--- src/rtl/ram_block_copier_if.sv ---
// Single-port word RAM bus driven by the block copier.
// The master drives address, write data and write enable; the slave returns combinational read data.
interface ram_block_copier_if #(
    parameter int ADDR_W = 14,
    parameter int DATA_W = 16
);
    logic [ADDR_W-1:0] mem_address;
    logic [DATA_W-1:0] mem_in;
    logic              mem_load;
    logic [DATA_W-1:0] mem_out;

    modport master (
        output mem_address,
        output mem_in,
        output mem_load,
        input  mem_out
    );

    modport slave (
        input  mem_address,
        input  mem_in,
        input  mem_load,
        output mem_out
    );
endinterface

--- src/rtl/ram_block_copier.sv ---
// Block copy / fill engine for a single-port word RAM.
// Copy takes two cycles per word (read, then write); fill writes one word per cycle.
module ram_block_copier #(
    parameter int ADDR_W = 14,
    parameter int DATA_W = 16
) (
    input  logic              clock,
    input  logic              reset,
    input  logic              start,
    input  logic              mode,
    input  logic [ADDR_W-1:0] src,
    input  logic [ADDR_W-1:0] dst,
    input  logic [ADDR_W-1:0] len,
    input  logic [DATA_W-1:0] fill_value,
    output logic              busy,
    output logic              done,
    ram_block_copier_if.master mem
);

    typedef enum logic [2:0] {
        S_IDLE,
        S_READ,
        S_WRITE,
        S_FILL,
        S_DONE
    } state_t;

    state_t            r_state;
    logic [ADDR_W-1:0] r_src_ptr;
    logic [ADDR_W-1:0] r_dst_ptr;
    logic [ADDR_W-1:0] r_count;
    logic              r_mode;
    logic [DATA_W-1:0] r_data;
    logic [ADDR_W-1:0] r_addr;
    logic              r_load;
    logic              r_busy;
    logic              r_done;

    logic [ADDR_W-1:0] w_src_nxt;
    logic [ADDR_W-1:0] w_dst_nxt;
    logic              w_last;

    assign w_src_nxt = r_src_ptr + ADDR_W'(1);
    assign w_dst_nxt = r_dst_ptr + ADDR_W'(1);
    assign w_last    = (r_count == ADDR_W'(1));

    // r_data doubles as the write-data register: read word in copy mode, constant in fill mode.
    always_ff @(posedge clock) begin
        if (reset) begin
            r_state   <= S_IDLE;
            r_src_ptr <= '0;
            r_dst_ptr <= '0;
            r_count   <= '0;
            r_mode    <= 1'b0;
            r_data    <= '0;
            r_addr    <= '0;
            r_load    <= 1'b0;
            r_busy    <= 1'b0;
            r_done    <= 1'b0;
        end else begin
            case (r_state)
                S_IDLE: begin
                    if (start) begin
                        if (len == '0) begin
                            r_state <= S_DONE;
                            r_done  <= 1'b1;
                        end else begin
                            r_src_ptr <= src;
                            r_dst_ptr <= dst;
                            r_count   <= len;
                            r_mode    <= mode;
                            r_busy    <= 1'b1;
                            if (mode) begin
                                r_state <= S_FILL;
                                r_addr  <= dst;
                                r_data  <= fill_value;
                                r_load  <= 1'b1;
                            end else begin
                                r_state <= S_READ;
                                r_addr  <= src;
                            end
                        end
                    end
                end
                S_READ: begin
                    r_data  <= mem.mem_out;
                    r_addr  <= r_dst_ptr;
                    r_load  <= 1'b1;
                    r_state <= S_WRITE;
                end
                S_WRITE, S_FILL: begin
                    r_dst_ptr <= w_dst_nxt;
                    r_count   <= r_count - ADDR_W'(1);
                    if (!r_mode)
                        r_src_ptr <= w_src_nxt;
                    if (w_last) begin
                        r_state <= S_DONE;
                        r_addr  <= w_dst_nxt;
                        r_load  <= 1'b0;
                        r_busy  <= 1'b0;
                        r_done  <= 1'b1;
                    end else if (r_mode) begin
                        r_state <= S_FILL;
                        r_addr  <= w_dst_nxt;
                    end else begin
                        r_state <= S_READ;
                        r_addr  <= w_src_nxt;
                        r_load  <= 1'b0;
                    end
                end
                S_DONE: begin
                    r_done  <= 1'b0;
                    r_state <= S_IDLE;
                end
                default: r_state <= S_IDLE;
            endcase
        end
    end

    // Write enable is gated by reset so no RAM write lands on a reset edge.
    assign mem.mem_load    = r_load & ~reset;
    assign mem.mem_address = r_addr;
    assign mem.mem_in      = r_data;
    assign busy            = r_busy;
    assign done            = r_done;

endmodule

--- src/flat_wrapper.sv ---
// flat-port wrapper written by rule: the top's interface ports become plain ports
module ram_block_copier_flat 
#(
    parameter int ADDR_W = 14,
    parameter int DATA_W = 16
)
  (clock, reset, start, mode, src, dst, len, fill_value, busy, done, mem_mem_address, mem_mem_in, mem_mem_load, mem_mem_out);
  ram_block_copier_if #(.ADDR_W(ADDR_W), .DATA_W(DATA_W)) mem_i ();
  input  logic clock;
  input  logic reset;
  input  logic start;
  input  logic mode;
  input  logic [ADDR_W-1:0] src;
  input  logic [ADDR_W-1:0] dst;
  input  logic [ADDR_W-1:0] len;
  input  logic [DATA_W-1:0] fill_value;
  output logic busy;
  output logic done;
  output wire logic [$bits(mem_i.mem_address)-1:0] mem_mem_address;
  output wire logic [$bits(mem_i.mem_in)-1:0] mem_mem_in;
  output wire logic [$bits(mem_i.mem_load)-1:0] mem_mem_load;
  input wire logic [$bits(mem_i.mem_out)-1:0] mem_mem_out;
  assign mem_mem_address = mem_i.mem_address;
  assign mem_mem_in = mem_i.mem_in;
  assign mem_mem_load = mem_i.mem_load;
  assign mem_i.mem_out = mem_mem_out;
  ram_block_copier #(.ADDR_W(ADDR_W), .DATA_W(DATA_W)) u_core (.clock(clock), .reset(reset), .start(start), .mode(mode), .src(src), .dst(dst), .len(len), .fill_value(fill_value), .busy(busy), .done(done), .mem(mem_i));
endmodule
--- config.mk ---
export PLATFORM = sky130hd
export DESIGN_NAME = ram_block_copier_flat
export DESIGN_NICKNAME = d
export VERILOG_FILES = /design/src/rtl/ram_block_copier_if.sv /design/src/rtl/ram_block_copier.sv /design/src/flat_wrapper.sv
export SDC_FILE = /design/constraint.sdc
export NUM_CORES = 1
export LEC_CHECK = 0
export CORE_MARGIN = 5
export CORE_UTILIZATION = 27
export CTS_CLUSTER_SIZE = 20
export DETAILED_ROUTE_END_ITERATION = 6
export PLACE_DENSITY_LB_ADDON = 0.25
export SYNTH_ARGS = -nofsm -noshare
export SYNTH_HDL_FRONTEND = slang
export SYNTH_SLANG_ARGS = --single-unit
--- constraint.sdc ---
create_clock -name clock -period 3.1 [get_ports clock]
set_input_delay 0.62 -clock clock [delete_from_list [all_inputs] [get_ports clock]]
set_output_delay 0.62 -clock clock [all_outputs]
set_load 0.02 [all_outputs]
Word-level counts from Yosys, hierarchy flattened
Cells that the tools add are included.
{"block": "op_classes", "n_addsub": 3, "n_eq_ne": 12, "mux": 40, "bitwise_logic": 3, "reduce_logical": 15}
{"cell": "2-to-1 mux 14 bit", "count": 12}
{"cell": "case mux 14 bit (2 select lines)", "count": 3}
{"cell": "2-to-1 mux 16 bit", "count": 3}
{"cell": "case mux 14 bit (3 select lines)", "count": 1}
{"cell": "case mux 16 bit (2 select lines)", "count": 1}
{"cell": "adder 14 x 1 -> 14 bit, second input constant", "count": 2}
{"cell": "AND reduction 4 bit", "count": 4}
{"cell": "equality test 14 x 1 -> 1 bit, second input constant", "count": 1}
{"cell": "zero test 14 bit", "count": 1}
{"cell": "subtractor 14 x 1 -> 14 bit, second input constant", "count": 1}
{"cell": "2-to-1 mux 1 bit", "count": 11}
{"cell": "2-to-1 mux 3 bit", "count": 3}
{"cell": "case mux 3 bit (3 select lines)", "count": 1}
{"cell": "AND reduction 3 bit", "count": 3}
{"cell": "inequality test 2 bit, second input constant", "count": 4}
{"cell": "equality test 3 x 2 -> 1 bit, second input constant", "count": 2}
{"cell": "case mux 1 bit (3 select lines)", "count": 2}
{"cell": "nonzero test 3 bit", "count": 2}
{"cell": "AND reduction 5 bit", "count": 1}
{"cell": "2-to-1 mux 2 bit", "count": 2}
{"cell": "inequality test 2 x 1 -> 1 bit, second input constant", "count": 2}
{"cell": "nonzero test 2 bit", "count": 2}
{"cell": "equality test 3 x 1 -> 1 bit, second input constant", "count": 1}
{"cell": "equality test 3 bit, second input constant", "count": 1}
{"cell": "6 further kinds", "count": 7}
{"block": "totals", "reg_bits": 79, "input_bits": 78}

Longest topological paths before layout
Gate-level depths: netlist of run 1.
{"block": "depth", "word_depth": 4, "mapped_depth": 8, "depth_no_buf": 7}

Worst setup path after synthesis of run 1
Ideal clock, no wire load.
{"block": "synth_timing", "kind": "input to register", "startpoint": "input port len[1]", "endpoint": "register u_core.r_load", "setup_ns": 0.115, "arrival_time_ns": 2.198, "required_ns": 2.985, "path_slack_ns": 0.787, "path_stages": 7, "path_buffers": 2, "cell_sequence": "nor4_1 -> a41oi_1 -> a21o_1 -> and2_1 -> clkbuf_1 -> clkbuf_1 -> o21a_1"}
{"block": "synth_between", "elab_chain_cells": 3}
{"item": "from (decl)", "line": "flat_wrapper.sv:15", "text": "input logic [ADDR_W-1:0] len;"}
{"item": "zero test 14 bit", "line": "ram_block_copier.sv:64", "text": "if (len == '0) begin"}
{"item": "inequality test 2 bit (no source line)"}
{"item": "AND reduction 5 bit (no source line)"}
{"item": "to (signal assigned)", "line": "ram_block_copier.sv:57", "text": "r_load <= 1'b0;"}
{"item": "to (signal assigned)", "line": "ram_block_copier.sv:77", "text": "r_load <= 1'b1;"}
{"item": "to (signal assigned)", "line": "ram_block_copier.sv:88", "text": "r_load <= 1'b1;"}
{"item": "to (decl)", "line": "ram_block_copier.sv:35", "text": "logic r_load;"}
No other way between the ends.
A chain may end at the register's enable or synchronous reset.

Final worst setup path of run 1
{"block": "layout_timing", "startpoint": "register u_core.r_count[0]", "endpoint": "register u_core.r_addr[13] (netlist: u_core.mem.mem_address[13])"}
{"block": "layout_between", "elab_chain_cells": 3}
{"item": "from (decl)", "line": "ram_block_copier.sv:31", "text": "logic [ADDR_W-1:0] r_count;"}
{"item": "from (signal assigned)", "line": "ram_block_copier.sv:70", "text": "r_count <= len;"}
{"item": "from (signal assigned)", "line": "ram_block_copier.sv:93", "text": "r_count <= r_count - ADDR_W'(1);"}
{"item": "equality test 14 x 1 -> 1 bit", "line": "ram_block_copier.sv:45", "text": "assign w_last = (r_count == ADDR_W'(1));"}
{"item": "2-to-1 mux 14 bit", "line": "ram_block_copier.sv:96", "text": "if (w_last) begin"}
{"item": "case mux 14 bit (3 select lines)", "line": "ram_block_copier.sv:61", "text": "case (r_state)"}
{"item": "to (signal assigned)", "line": "ram_block_copier.sv:98", "text": "r_addr <= w_dst_nxt;"}
{"item": "to (signal assigned)", "line": "ram_block_copier.sv:104", "text": "r_addr <= w_dst_nxt;"}
{"item": "to (signal assigned)", "line": "ram_block_copier.sv:107", "text": "r_addr <= w_src_nxt;"}
{"item": "to (decl)", "line": "ram_block_copier.sv:34", "text": "logic [ADDR_W-1:0] r_addr;"}
No other way between the ends.

==> metrics.md, run 1 <==
| Metric | Value |
|---|---|
| Syn-to-layout area delta | `35.3%` |
| # resized after CTS | `0` |
| Critical Path Sink | `u_core.mem.mem_address[13]$_SDFFE_PP0P_` |
| FF-to-FF Start | `u_core.r_count[0]$_SDFFE_PP0P_` |
| Register area | `1580 µm²` |
| I/O Buffers | `110` |
| GP Congestion | `0.900` |
| R2r endpoint | `u_core.mem.mem_address[13]$_SDFFE_PP0P_` |
| Cell Rows | `49` |
| Switching Fraction | `0.356` |
| Pre-CTS setup slack | `0.185 ns` |
| Core area | `17900 µm²` |
| CTS tree | `built` |
| Drt wl/cell | `18.5 µm` |
| Final setup fails | `0` |
| Fraction of registers with async set/reset | `0` |
| RSZ-0062 raised after global routing | `false` |
| Pre-antenna DRT Iters | `5` |
| Antenna violations before repair | `0` |
| Syn Area/Cell | `7.95 µm²` |
| Critical path cell sequence | `ha_1, or4b_2, o41ai_2, nor2_1, a221oi_1, a21oi_1` |
| FF+latch count, synth | `79` |
| Final worst-path cycle share | `0.850` |
| Pin count of the biggest net entering global routing | `57` |
| Final Critical Period | `2.63 ns` |
| Chip height | `145 µm` |
| CP Data Arrival Time | `2.85 ns` |
| Clk slew on worst S/H paths | `0.07 ns` |
| Core Util, Final | `0.370` |
| Post-route setup TNS | `0 ns` |
| Fin. max-slew vios | `0` |
| Final instance area | `6630 µm²` |
| Slew HR | `0.281` |
| Status | `complete, no violations` |
| Crit path kind | `reg -> reg` |
| Cell family with most CP delay | `compound AO/OA/AOI/OAI gates` |
| Via/cell ratio | `5.51` |
| Synth top area share | `0.323` |
| Initial DRC Count | `308` |
| Max Fclk | `380 MHz` |
| H-tree depth | `3` |
| CTS max path bufs | `2` |
| Die area | `20900 µm²` |
| Fin. Hold Viols | `0` |
| Reg2reg setup slack | `0.47 ns` |
| Worst hold margin | `0.458 ns` |
| NumNets Final | `792` |
| Grt total ovfl | `0` |
| Worst Path Required | `3.32 ns` |
| Vias in the first global route | `5148` |
| Leading area contributor after synthesis | `dfxtp_1` |
| P_int | `2440 µW` |
| Crit path depth | `6` |
| Ys Warns | `0` |
| Syn_nets | `698` |
| Area of the multi-input gates | `3050 µm²` |
| Logic pwr share | `0.349` |
| Via count | `5203` |
| Cell Area, Synth | `4900 µm²` |
| Die Width | `145 µm` |
| Fillers | `1837` |
| Max-cap violations | `0` |
| Final wirelength | `17500 µm` |
| DP HPWL | `12900 µm` |
| Synth Flop Type | `dfxtp_1` |
| Register area share after synthesis | `0.323` |
| Clk_lat worst skew | `0.35 ns` |
| CTS root buffer | `clkbuf_16` |
| Cells after Synth | `616` |
| Setup Skew | `0.0105 ns` |
| Critical path launch point | `u_core.r_count[0]$_SDFFE_PP0P_` |
| VDD IR max | `0.000324 V` |
| Initial Utilization | `0.274` |
| Ant. Diodes | `0` |
| Final setup margin | `0.466 ns` |
| Worst path slowest cell | `or4b_2` |
| Clock power frac | `0.299` |
| Post-CTS Setup Inserts | `0` |
| Power per Cell Area | `572 nW/µm²` |
| Sw power | `1350 µW` |
| Worst Path Buf+Inv | `0` |
| First-pass GRT wire length | `27200 µm` |
| Worst-Margin Slew | `1.07 ns` |
| Post-synth EDFFs | `0` |
| Yosys cell types | `61` |
| Synth top area cells | `dfxtp_1 (32%), mux2i_1 (10%), a21oi_1 (6.9%)` |
| DRC viols | `0` |
| R2R cell count | `6` |
| ANT nets after route | `0` |
| CP Max Fanout | `6` |
| Crit. End Element | `flop` |
| IO Pins | `111` |
| Placement Cell Area | `6310 µm²` |
| Hold/Removal Path Class | `reg -> reg` |
| CTS buffer count | `9` |
| Most common cell after layout, fill and taps aside | `clkdlybuf4s50_1` |
| CTS Hold Bufs | `0` |
| Leakage | `0.00236 µW` |
| Delay of the slowest critical-path stage | `0.66 ns` |
| Share of cells above drive strength 1 | `0.0825` |
| Total GRT Usage | `0.166` |
| Critical path launch point type | `flop` |
| Clock sinks | `79` |
| Most frequent cells in the layout | `clkdlybuf4s50_1 (109), dfxtp_1 (79), a21oi_1 (68), mux2i_1 (50), o21ai_0 (47)` |
| Flop pwr share | `0.352` |
[state kept, by name, summed over array words and instances (netlist names), 3 cells and up]
signal,flops
u_core.r_src_ptr,14
u_core.r_state,3
u_core.mem.mem_address,14
u_core.mem.mem_in,16
u_core.r_count,14
u_core.r_dst_ptr,14
[per-stage QoR]
stage | std cells | total power [µW]
6_report | 944 | 3790
5_1_grt | 944 | 4000
4_1_cts | 944 | 3830
3_5_place_dp | 928 | 2670
3_3_place_gp | 928 | 2660
2_1_floorplan | 616 | 2140
[layout make-up]
cell class	count	area share
multi-input cells	469	0.460
flip-flops and latches	79	0.239
repair buffers	138	0.203
well taps	229	0.0432
clock buffers	11	0.0381
clock inverters	5	0.00944
inverters	13	0.00736
[worst min path at each step]
stage	slack [ns]	end	cells past startpoint	start
4_1_cts	0.46	u_core.r_load$_SDFFE_PP0P_	1	u_core.r_load$_SDFFE_PP0P_
3_5_place_dp	0.45	u_core.r_load$_SDFFE_PP0P_	1	u_core.r_load$_SDFFE_PP0P_
3_3_place_gp	0.44	u_core.r_load$_SDFFE_PP0P_	1	u_core.r_load$_SDFFE_PP0P_
6_report	0.46	u_core.r_load$_SDFFE_PP0P_	1	u_core.r_load$_SDFFE_PP0P_
5_1_grt	0.48	u_core.r_load$_SDFFE_PP0P_	1	u_core.r_load$_SDFFE_PP0P_
2_1_floorplan	0.43	u_core.r_load$_SDFFE_PP0P_	1	u_core.r_load$_SDFFE_PP0P_
[power by group through the flow]
stage                     sequential, µW  combinational, µW  clock [µW]
final                               1330               1330        1130
after floorplan                     1360                779           0
after global placement              1350               1310           0
after CTS                           1330               1330        1170
after global routing                1360               1440        1210
after detailed placement            1350               1320           0
[synthesized netlist by cell type, types with 9 or more instances]
cell type and n:
dfxtp_1 79, a21oi_1 68, mux2i_1 50, clkbuf_1 49, o21ai_0 47, nand2_1 40
nor2_1 40, a211oi_1 28, nor3_1 19, nand3_1 17, a31oi_1 12, inv_1 12
o22ai_1 12, nor4_1 11, nand4_1 9
[cells by family after synthesis]
| kind of cell | count (synthesis) | share of synthesized area |
|---|---|---|
| XOR/XNOR | 14 | 0.0250 |
| flip-flops | 79 | 0.323 |
| buffers and inverters | 68 | 0.0557 |
| adder cells (fa/ha/maj) | 4 | 0.0102 |
| multiplexers | 51 | 0.105 |
| AO/OA/AOI/OAI | 230 | 0.306 |
| AND/OR/NAND/NOR | 170 | 0.175 |
[metal layers]
| metal | share of wire | routed length [µm] | vias up | GRT usage |
|---|---|---|---|---|
| met1 | 0.44 | 7640 | 2438 | 0.211 |
| li1 | - | - | 2543 | - |
| met4 | 0.021 | 369 | 0 | 0.0687 |
| met2 | 0.47 | 8140 | 197 | 0.267 |
| met5 | 0 | 0 | - | 0 |
| met3 | 0.075 | 1310 | 25 | 0.0427 |
(Power assumes the default switching activity.)
==> run 2, diff against run 1 <==
==> constraint.sdc (replaced) <==
create_clock -name clock -period 2.3 [get_ports clock]
set_input_delay 0.46 -clock clock [delete_from_list [all_inputs] [get_ports clock]]
set_output_delay 0.46 -clock clock [all_outputs]
set_load 0.02 [all_outputs]
==> run 2 against run 1 <==
Critical path depth rose by 1. Die area stayed put. Cell count is 6.1% higher. Worst hold slack better by 0.0058 ns. Total power increased by 39%. Clock power rose by 27%. Register-to-register slack lost 0.40 ns.
==> metrics.md, run 2 (synthesis results as in run 1) <==
| Metric | Value |
|---|---|
| DP HPWL | `13700 µm (+6.0%)` |
| CTS tree | `built` |
| Drt wl/cell | `18.8 µm (+1.6%)` |
| Setup Skew | `0.00808 ns (-0.00241 ns)` |
| CP Data Arrival Time | `2.47 ns (-0.38 ns)` |
| Antenna violations before repair | `0 (unchanged)` |
| Max reg flops | `16 (unchanged)` |
| Final Critical Period | `2.23 ns (-0.401 ns)` |
| ANT nets after route | `0 (unchanged)` |
| Met1 Wirelength | `8050 µm (+5.3%)` |
| CTS max path bufs | `2 (unchanged)` |
| Final setup fails | `0 (unchanged)` |
| Via/cell ratio | `5.53 (+0.30%)` |
| Fin. Hold Viols | `0 (unchanged)` |
| Share of cells above drive strength 1 | `0.163 (+0.0805)` |
| Worst Path Required | `2.54 ns (-0.78 ns)` |
| Worst hold margin | `0.464 ns (+0.00580 ns)` |
| Hold/Removal Path Class | `reg -> reg` |
| Syn-to-layout area delta | `45.5%` |
| I/O Buffers | `110 (unchanged)` |
| Via count | `5539 (+6.5%)` |
| Pre-antenna DRT Iters | `5 (unchanged)` |
| Pin count of the biggest net entering global routing | `56 (-1.8%)` |
| Slew HR | `0.543 (+0.262)` |
| Vias in the first global route | `5513 (+7.1%)` |
| CP Max Fanout | `5 (-1)` |
| Most frequent cells in the layout | `clkdlybuf4s50_1 (109), buf_4 (81), dfxtp_1 (77), a21oi_1 (68), mux2i_1 (50)` |
| First-pass GRT wire length | `29300 µm (+7.8%)` |
| Final wirelength | `18800 µm (+7.8%)` |
| Crit. End Element | `flop` |
| Max Fclk | `448 MHz (+18%)` |
| RSZ-0062 raised after global routing | `false` |
| CTS root buffer | `clkbuf_16` |
| Critical path launch point type | `flop` |
| DRC viols | `0 (unchanged)` |
| Initial Utilization | `0.274 (unchanged)` |
| Most common cell after layout, fill and taps aside | `clkdlybuf4s50_1` |
| Core Util, Final | `0.398 (+0.0279)` |
| Status | `complete, no violations` |
| Max Used Layer | `met4` |
| Power per Cell Area | `741 nW/µm² (+29%)` |
| NumNets Final | `850 (+7.3%)` |
| Die Width | `145 µm (unchanged)` |
| Fin. max-slew vios | `0 (unchanged)` |
| VDD IR max | `0.000385 V (+19%)` |
| Cell Rows | `49 (unchanged)` |
| Met2 Wirelength | `8730 µm (+7.2%)` |
| Max-cap violations | `0 (unchanged)` |
| Met3 WL | `1470 µm (+13%)` |
| Ant. Diodes | `0 (unchanged)` |
| GP Congestion | `0.901 (+0.17%)` |
| CTS Hold Bufs | `0 (unchanged)` |
| CTS buffer count | `9 (unchanged)` |
| Clk slew on worst S/H paths | `0.07 ns (about the same)` |
| Final worst-path cycle share | `0.971 (+0.121)` |
| Crit path kind | `reg -> reg` |
| H-tree depth | `3 (unchanged)` |
| IO Pins | `111 (unchanged)` |
| Core area | `17900 µm² (unchanged)` |
| Clk_lat worst skew | `0.35 ns (about the same)` |
| Chip height | `145 µm (unchanged)` |
| Initial DRC Count | `432 (+40%)` |
| Total GRT Usage | `0.180 (+0.0145)` |
| Grt total ovfl | `0 (unchanged)` |
| Die area | `20900 µm² (unchanged)` |
| Clock sinks | `79 (unchanged)` |
| Worst-Margin Slew | `0.685 ns (-0.388 ns)` |
| Leakage | `0.00266 µW (+13%)` |
[run 2: changes by cell type in the layout (fill, tap and decap cells not counted), moves of 2 or more]
cell,change
a221oi_2,+2
buf_4,+56
o311ai_1,+2
dfxtp_1,-2
a221oi_1,-2
inv_6,+2
dfxtp_2,+2
o311ai_0,-2
clkbuf_8,-2
[run 2: where the power goes]
part           switching [µW]  internal, µW  total, µW  leakage, µW
Sequential                189          1580       1760     0.000653
Clock                     676           757       1430     0.000139
Combinational            1100           979       2080      0.00186
Total                    1970          3310       5280      0.00266
[run 2: per-stage QoR]
stage	cells	power (µW)	TNS [ns]	instance area [µm²]	worst slack [ns]
2_1_floorplan	616	2890	0	4900	0.0231
4_1_cts	1002	5290	-0.0449	7070	-0.0221
3_5_place_dp	984	3800	-12.12	6750	-0.279
6_report	1002	5280	0	7130	0.0666
5_1_grt	1002	5590	0	7130	0.00597
3_3_place_gp	984	3770	-10.76	6750	-0.204
[run 2: final cells by class]
cell class              count  area, µm²
fillers                  1786      10800
well taps                 229        287
repair buffers            195       1780
clock inverters             7       62.6
flip-flops and latches     79       1580
clock buffers               9        225
inverters                  13       48.8
multi-input cells         470       3140
[run 2: path summary, 6_finish.rpt]
kind | from | end | slack (ns) | depth (start not counted)
worst min register to register | u_core.r_load$_SDFFE_PP0P_ | u_core.r_load$_SDFFE_PP0P_ | 0.46 | 1
worst max-delay path | u_core.r_count[1]$_SDFFE_PP0P_ | u_core.mem.mem_address[1]$_SDFFE_PP0P_ | 0.07 | 7
worst min-delay path | u_core.r_load$_SDFFE_PP0P_ | u_core.r_load$_SDFFE_PP0P_ | 0.46 | 1
worst max register to register | u_core.r_count[1]$_SDFFE_PP0P_ | u_core.mem.mem_address[1]$_SDFFE_PP0P_ | 0.07 | 7
[run 2: metal layers]
metal / global-route usage / vias up
met5: 0 / -
met4: 0.0746 / 0
met3: 0.0529 / 47
met2: 0.288 / 215
met1: 0.228 / 2615
li1: - / 2662
[run 2: worst max-delay path: stages (launching register included)]
cell      delay (ns)
dfxtp_2         0.33
inv_2           0.07
ha_4            0.12
or4b_4          0.52
o41a_4          0.45
mux2_4          0.32
a221oi_2        0.21
a21oi_1         0.09
[run 2: repair_timing]
action                                  in CTS  in global routing
endpoints found under the setup margin      12                 28
buffers inserted                             1                  0
pin swaps                                    3                  4
resized for setup                            7                  9
cloned                                       1                  0
